[src/rtl/matrix_pkg.sv]
// Shared constants and state encoding for the byte loader and the 10x10 multiplier.
package matrix_pkg;

   localparam int N        = 10;
   localparam int W        = 8;
   localparam int MAT_BITS = N * N * W;
   localparam int ELEMS    = N * N;

   typedef enum logic [1:0] {
      LOAD_A,
      LOAD_B,
      CHECK,
      HOLD
   } state_t;

endpackage

[src/rtl/matrix_byte_loader.sv]
// Byte-serial loader packing row-major A then B into flattened operand buses.
// Optional trailing checksum byte when LOADER_CHECKSUM_EN is defined.
module matrix_byte_loader
   import matrix_pkg::*;
(
   input  logic                clk,
   input  logic                rst,
   input  logic                clr,
   input  logic [W-1:0]        in_data,
   input  logic                in_valid,
   output logic                in_ready,
   output logic [MAT_BITS-1:0] A,
   output logic [MAT_BITS-1:0] B,
   output logic                mat_valid,
   input  logic                mat_ready,
   output logic                err
);

   localparam logic [6:0] LAST_IDX = 7'(ELEMS - 1);

   state_t     state_q, state_d;
   logic [6:0] idx_q, idx_d;
   logic       accept;
   logic       last;

`ifdef LOADER_CHECKSUM_EN
   logic [W-1:0] sum_q;
   logic         err_q;
`endif

   always_comb begin
      state_d   = state_q;
      idx_d     = idx_q;
      in_ready  = (state_q != HOLD);
      mat_valid = (state_q == HOLD);
      accept    = in_valid && in_ready;
      last      = (idx_q == LAST_IDX);

      case (state_q)
         LOAD_A: begin
            if (accept) begin
               if (last) begin
                  idx_d   = '0;
                  state_d = LOAD_B;
               end else begin
                  idx_d = idx_q + 7'd1;
               end
            end
         end
         LOAD_B: begin
            if (accept) begin
               if (last) begin
                  idx_d = '0;
`ifdef LOADER_CHECKSUM_EN
                  state_d = CHECK;
`else
                  state_d = HOLD;
`endif
               end else begin
                  idx_d = idx_q + 7'd1;
               end
            end
         end
`ifdef LOADER_CHECKSUM_EN
         CHECK: begin
            if (accept) state_d = (in_data == sum_q) ? HOLD : LOAD_A;
         end
`endif
         HOLD: begin
            if (mat_ready) begin
               state_d = LOAD_A;
               idx_d   = '0;
            end
         end
         default: begin
            state_d = LOAD_A;
            idx_d   = '0;
         end
      endcase

      // Flush outranks any accept or transfer in the same cycle
      if (clr) begin
         state_d = LOAD_A;
         idx_d   = '0;
      end
   end

   always_ff @(posedge clk or posedge rst) begin
      if (rst) begin
         state_q <= LOAD_A;
         idx_q   <= '0;
      end else begin
         state_q <= state_d;
         idx_q   <= idx_d;
      end
   end

   // Operand registers survive clr; only rst or a fresh load overwrites them
   always_ff @(posedge clk or posedge rst) begin
      if (rst) begin
         A <= '0;
         B <= '0;
      end else if (!clr && accept) begin
         if (state_q == LOAD_A) A[int'(idx_q) * W +: W] <= in_data;
         if (state_q == LOAD_B) B[int'(idx_q) * W +: W] <= in_data;
      end
   end

`ifdef LOADER_CHECKSUM_EN
   always_ff @(posedge clk or posedge rst) begin
      if (rst) begin
         sum_q <= '0;
         err_q <= 1'b0;
      end else if (clr) begin
         sum_q <= '0;
         err_q <= 1'b0;
      end else begin
         err_q <= accept && (state_q == CHECK) && (in_data != sum_q);
         if (accept) begin
            if (state_q == LOAD_A || state_q == LOAD_B) sum_q <= sum_q + in_data;
            else if (state_q == CHECK)                   sum_q <= '0;
         end
      end
   end

   assign err = err_q;
`else
   assign err = 1'b0;
`endif

endmodule

[config.mk]
export PLATFORM = sky130hd
export DESIGN_NAME = matrix_byte_loader
export DESIGN_NICKNAME = d
export VERILOG_FILES = /design/src/rtl/matrix_pkg.sv /design/src/rtl/matrix_byte_loader.sv
export SDC_FILE = /design/constraint.sdc
export NUM_CORES = 2
export LEC_CHECK = 0
export CORE_AREA = 4 4 636 638
export CTS_CLUSTER_DIAMETER = 120
export CTS_CLUSTER_SIZE = 12
export DETAILED_ROUTE_END_ITERATION = 10
export DIE_AREA = 0 0 640 642
export SYNTH_ARGS = -nofsm -noshare
export SYNTH_HDL_FRONTEND = slang
export SYNTH_SLANG_ARGS = --single-unit
[constraint.sdc]
create_clock -name clk -period 84 [get_ports clk]
set_input_delay 16.8 -clock clk [delete_from_list [all_inputs] [get_ports clk]]
set_output_delay 16.8 -clock clk [all_outputs]
set_load 0.02 [all_outputs]
Word level (Yosys, flattened, before mapping)
Index checks and enable logic that the tools add are counted.
{"block": "op_classes", "n_shift": 2, "eq_ne": 10, "reduce_logical": 9, "n_addsub": 2, "mux": 14}
{"cell": "bitwise mux 800 bit", "n": 2}
{"cell": "variable shift 8 x 33 -> 800 bit (first input constant)", "n": 1}
{"cell": "indexed part select 8 x 33 -> 800 bit", "n": 1}
{"cell": "negation 10 -> 33 bit", "n": 1}
{"cell": "2-to-1 mux 7 bit", "n": 4}
{"cell": "one-hot mux 7 bit (2 select lines)", "n": 1}
{"cell": "2-to-1 mux 2 bit", "n": 6}
{"cell": "!= test 3 bit (second input constant)", "n": 4}
{"cell": "adder 7 x 1 -> 7 bit (second input constant)", "n": 1}
{"cell": "== test 7 bit (second input constant)", "n": 1}
{"cell": "one-hot mux 2 bit (3 select lines)", "n": 1}
{"cell": "AND reduction 2 bit", "n": 3}
{"cell": "AND reduction 5 bit", "n": 1}
{"cell": "!= test 3 x 1 -> 1 bit (second input constant)", "n": 1}
{"cell": "!= test 3 x 2 -> 1 bit (second input constant)", "n": 1}
{"cell": "== test 2 x 1 -> 1 bit (second input constant)", "n": 1}
{"cell": "== test 2 bit (second input constant)", "n": 1}
{"cell": "logical AND 1 bit", "n": 2}
{"cell": "zero test 2 bit", "n": 1}
{"cell": "!= test 2 bit (second input constant)", "n": 1}
{"cell": "OR reduction 2 bit", "n": 1}
{"cell": "zero test 1 bit", "n": 1}
{"block": "totals", "elab_cells": 41, "ff_bits": 1609, "output_inout_bits": 1603, "in_bits": 13}

Depth between registers and ports, before layout
{"block": "depth", "depth_word": 5, "depth_mapped": 13, "depth_no_buf": 9}

Worst setup path after synthesis
Ideal clock, no wire load.
{"block": "synth_timing", "path_type": "input to register", "from": "input clr", "to": "register A[520]", "slack_ns": 65.231, "setup_time_ns": 0.125, "arrival_time_ns": 18.645, "stages": 6, "n_path_buf": 1, "required_time_ns": 83.875, "cell_sequence": "or4b_4 > nor2_2 > nand3_2 > buf_4 > nor3_2 > mux2_2"}
{"block": "synth_via", "elab_chain_cells": 3}
{"item": "from (decl)", "line_no": "matrix_byte_loader.sv:8", "source": "input logic clr,"}
{"item": "zero test 1 bit", "line_no": "matrix_byte_loader.sv:103", "source": "end else if (!clr && accept) begin"}
{"item": "logical AND 1 bit", "line_no": "matrix_byte_loader.sv:103"}
{"item": "AND reduction 2 bit (no line)"}
{"item": "to (signal, indexed assignment)", "line_no": "matrix_byte_loader.sv:104", "source": "if (state_q == LOAD_A) A[int'(idx_q) * W +: W] <= in_data;"}
{"item": "to (decl)", "line_no": "matrix_byte_loader.sv:12", "source": "output logic [MAT_BITS-1:0] A,"}
No other way between the ends.
A chain may end at the register's enable or synchronous reset.

==> impl_metrics.tcl <==
set metrics [dict create \
    ios 1616 \
    arrival_ns 22.02 \
    synth.distinct_cells 62 \
    antenna_found_initial 50 \
    relSlewSlack 0.0867 \
    holdBufCountCts 0 \
    clk_latency_ns 0.90 \
    io_buffers 1614 \
    die_area_mm2 0.411 \
    seq_power_share 0.468 \
    synth_seq_cells 1609 \
    drv_slew 0 \
    p_total_mw 1.67 \
    p_leak_nw 41.2 \
    core_mm2 0.399 \
    row_count 232 \
    status "finished clean" \
    hold_ws_ns 0.493 \
    ctsRootBufferMaster "clkbuf_16" \
    peakVddDrop_mv 0.0141 \
    fin_util 0.232 \
    synth_edf_count 0 \
    drv_cap 0 \
    rsz0062_at_grt "false" \
    path_cells "clkdlybuf4s50_1, inv_8, buf_4, buf_4, buf_4, buf_4, buf_4" \
    setup_viol 0 \
    yosysSeqAreaShare 0.624 \
    dp_hpwl_um 320000 \
    first_pass_iters 6 \
    final_net_count 6106 \
    cts_resized 0 \
    start_util 0.162 \
    pwr-share-comb 0.123 \
    max_freq_mhz 47.3 \
    clkPwrFrac 0.409 \
    numClockSinks 1609 \
    p_sw_mw 0.500 \
    hp-class "reg -> reg" \
    slowest_delay_ns 0.85 \
    viasPerCell 4.11 \
    syn_area_mm2 0.0645 \
    synth_largest_area_cell "dfrtp_1" \
    slowest_stage "buf_4" \
    ctsLongestPathBuffers 4 \
    cts.clk_slew.worst_paths_ns 0.06 \
    ys_top_cells_by_area "dfrtp_1 62%, mux2_2 25%, nor3_4 2.3%" \
    synth-warning-count 0 \
    finClkSkew_ns 0.0739 \
    p_sw_frac 0.299 \
    grt_pass1_vias 49100 \
    wl_um 400000 \
    final.period_utilization 0.252 \
    cts.htree.levels 4 \
    grt_first_pass_wirelength_um 516000 \
    setup-tns-final_ns 0 \
    drive_above_1_share 0.322 \
    path_class "in -> async" \
    syn2layout_area_growth_pct 43.0 \
    powerDensity_mw_per_mm2 18.1 \
    cp-start-kind "primary input" \
    dpl_cell_area_mm2 0.0878 \
    grt_remaining_overflow 0 \
    stdcell_area_mm2 0.0923 \
    avgSynthCellArea_um2 14.7 \
    grt_max_degree 156 \
    via_count 46800 \
    endpoint_kind "async pin" \
    hold_violations 0 \
    path_max_fanout 76 \
    place_congestion 0.895 \
    worst_slew_pin_slew_ns 1.37 \
    cts_tree "built" \
    synth_nets 4408 \
    cts_setup_buffers 0 \
    ant_nets 0 \
    cp.required_ns 84.87 \
    ys.flop_type "dfrtp_1" \
    routedWlPerCell_um 35.1 \
    die_w_um 640 \
    route.detailed.drc 0 \
    drt_iter0_markers 3216 \
    netlist_instances 4392 \
    intPower_mw 1.17 \
    synth_top_area_frac 0.624 \
    fp.dieH_um 642 \
    grt_use_total 0.188 \
    synthArstFlopShare 1.00 \
    cts_buffers 162 \
    final.min_clock_period_ns 21.16 \
    crit_top_cell "buf_4" \
]
[logic make-up (layout without fill, tap and decap cells)]
logic type | after synthesis | count (layout) | synth area share
compound gates | 345 | 345 | 0.0339
xor+xnor | 5 | 5 | 0.000679
fa+ha+maj | 3 | 3 | 0.000582
buf+inv | 236 | 1962 | 0.0165
flops | 1609 | 1609 | 0.624
mux | 1438 | 1438 | 0.251
other cells | 1 | 20 | 0.0000581
simple gates | 755 | 755 | 0.0736
[flip-flops by register name (all words and copies together), names as in the netlist]
signal	flops
A	800
B	800
idx_q	7
state_q	2
[power by group through the flow]
stage | sequential, mW | combinational [mW] | clock [mW]
2_1_floorplan | 0.802 | 0.0921 | 0
3_3_place_gp | 0.797 | 0.211 | 0
3_5_place_dp | 0.797 | 0.213 | 0
4_1_cts | 0.783 | 0.213 | 0.700
5_1_grt | 0.783 | 0.218 | 0.727
6_report | 0.783 | 0.206 | 0.683
[cells in the mapped netlist (all sizes together) (2+ instances only)]
master and instances:
buf 95, nand2b 8, nor4b 3, nor2 234
nand4 21, and3b 2, dfrtp 1609, and3 19
clkbuf 120, a21oi 10, mux2 1435, and2 15
o21bai 2, a2111oi 16, nand2 135, a211oi 3
o211ai 4, inv 21, ha 3, mux2i 3
o221ai 6, nor3 174, a31oi 3, or3 21
nor4 10, o22ai 4, nand3 98, xnor2 4
or2 9, o21ai 291
[worst max-delay path, delay by kind of cell]
family,cells,cell delay (ns)
buffers and inverters,7,4.92
[stage by stage]
step,worst slack (ns),std cells
after floorplan,21.80,4392
after global placement,62.05,11200
after detailed placement,61.75,11200
after CTS,62.71,11400
after global routing,62.14,11400
final,62.84,11400
[final timing paths]
path / slack [ns] / endpoint / depth (start not counted) / startpoint
max reg2reg: 78.74 / B[13] / 9 / idx_q[0]
min in group asynchronous: 16.34 / B[45] / 2 / rst
max: 62.84 / B[90] / 7 / rst
max in group clk: 64.13 / B[604] / 7 / clr
min reg2reg: 0.49 / A[200] / 1 / A[200]
min: 0.49 / A[200] / 1 / A[200]
[routing by layer]
metal / up-vias / GRT usage / wire, um
met2: 2118 / 0.322 / 194000
met4: 0 / 0.0822 / 20800
met1: 25200 / 0.218 / 156000
li1: 19100 / - / -
met3: 490 / 0.0531 / 29100
met5: - / 0 / 0
[placed cells by master (no fill, tap or decap), types with 58 or more instances in the layout]
master	n
clkbuf_16	166
nor3_1	58
mux2_2	1414
o21ai_0	289
nor2_1	216
nor3_4	91
clkdlybuf4s50_1	1608
dfrtp_1	1609
nand2_1	127
nand3_1	74
buf_4	135
[cell type report]
cell class	count	area [um2]
fill	41800	306000
sequential	1609	40300
multi-input combinational	2547	23700
timing repair buffer	1749	17200
tap	5265	6590
clock buffer	170	4190
clock inverter	22	278
inverter	21	86.3
antenna	19	47.5
No activity file was read; power rests on OpenSTA's default activity.
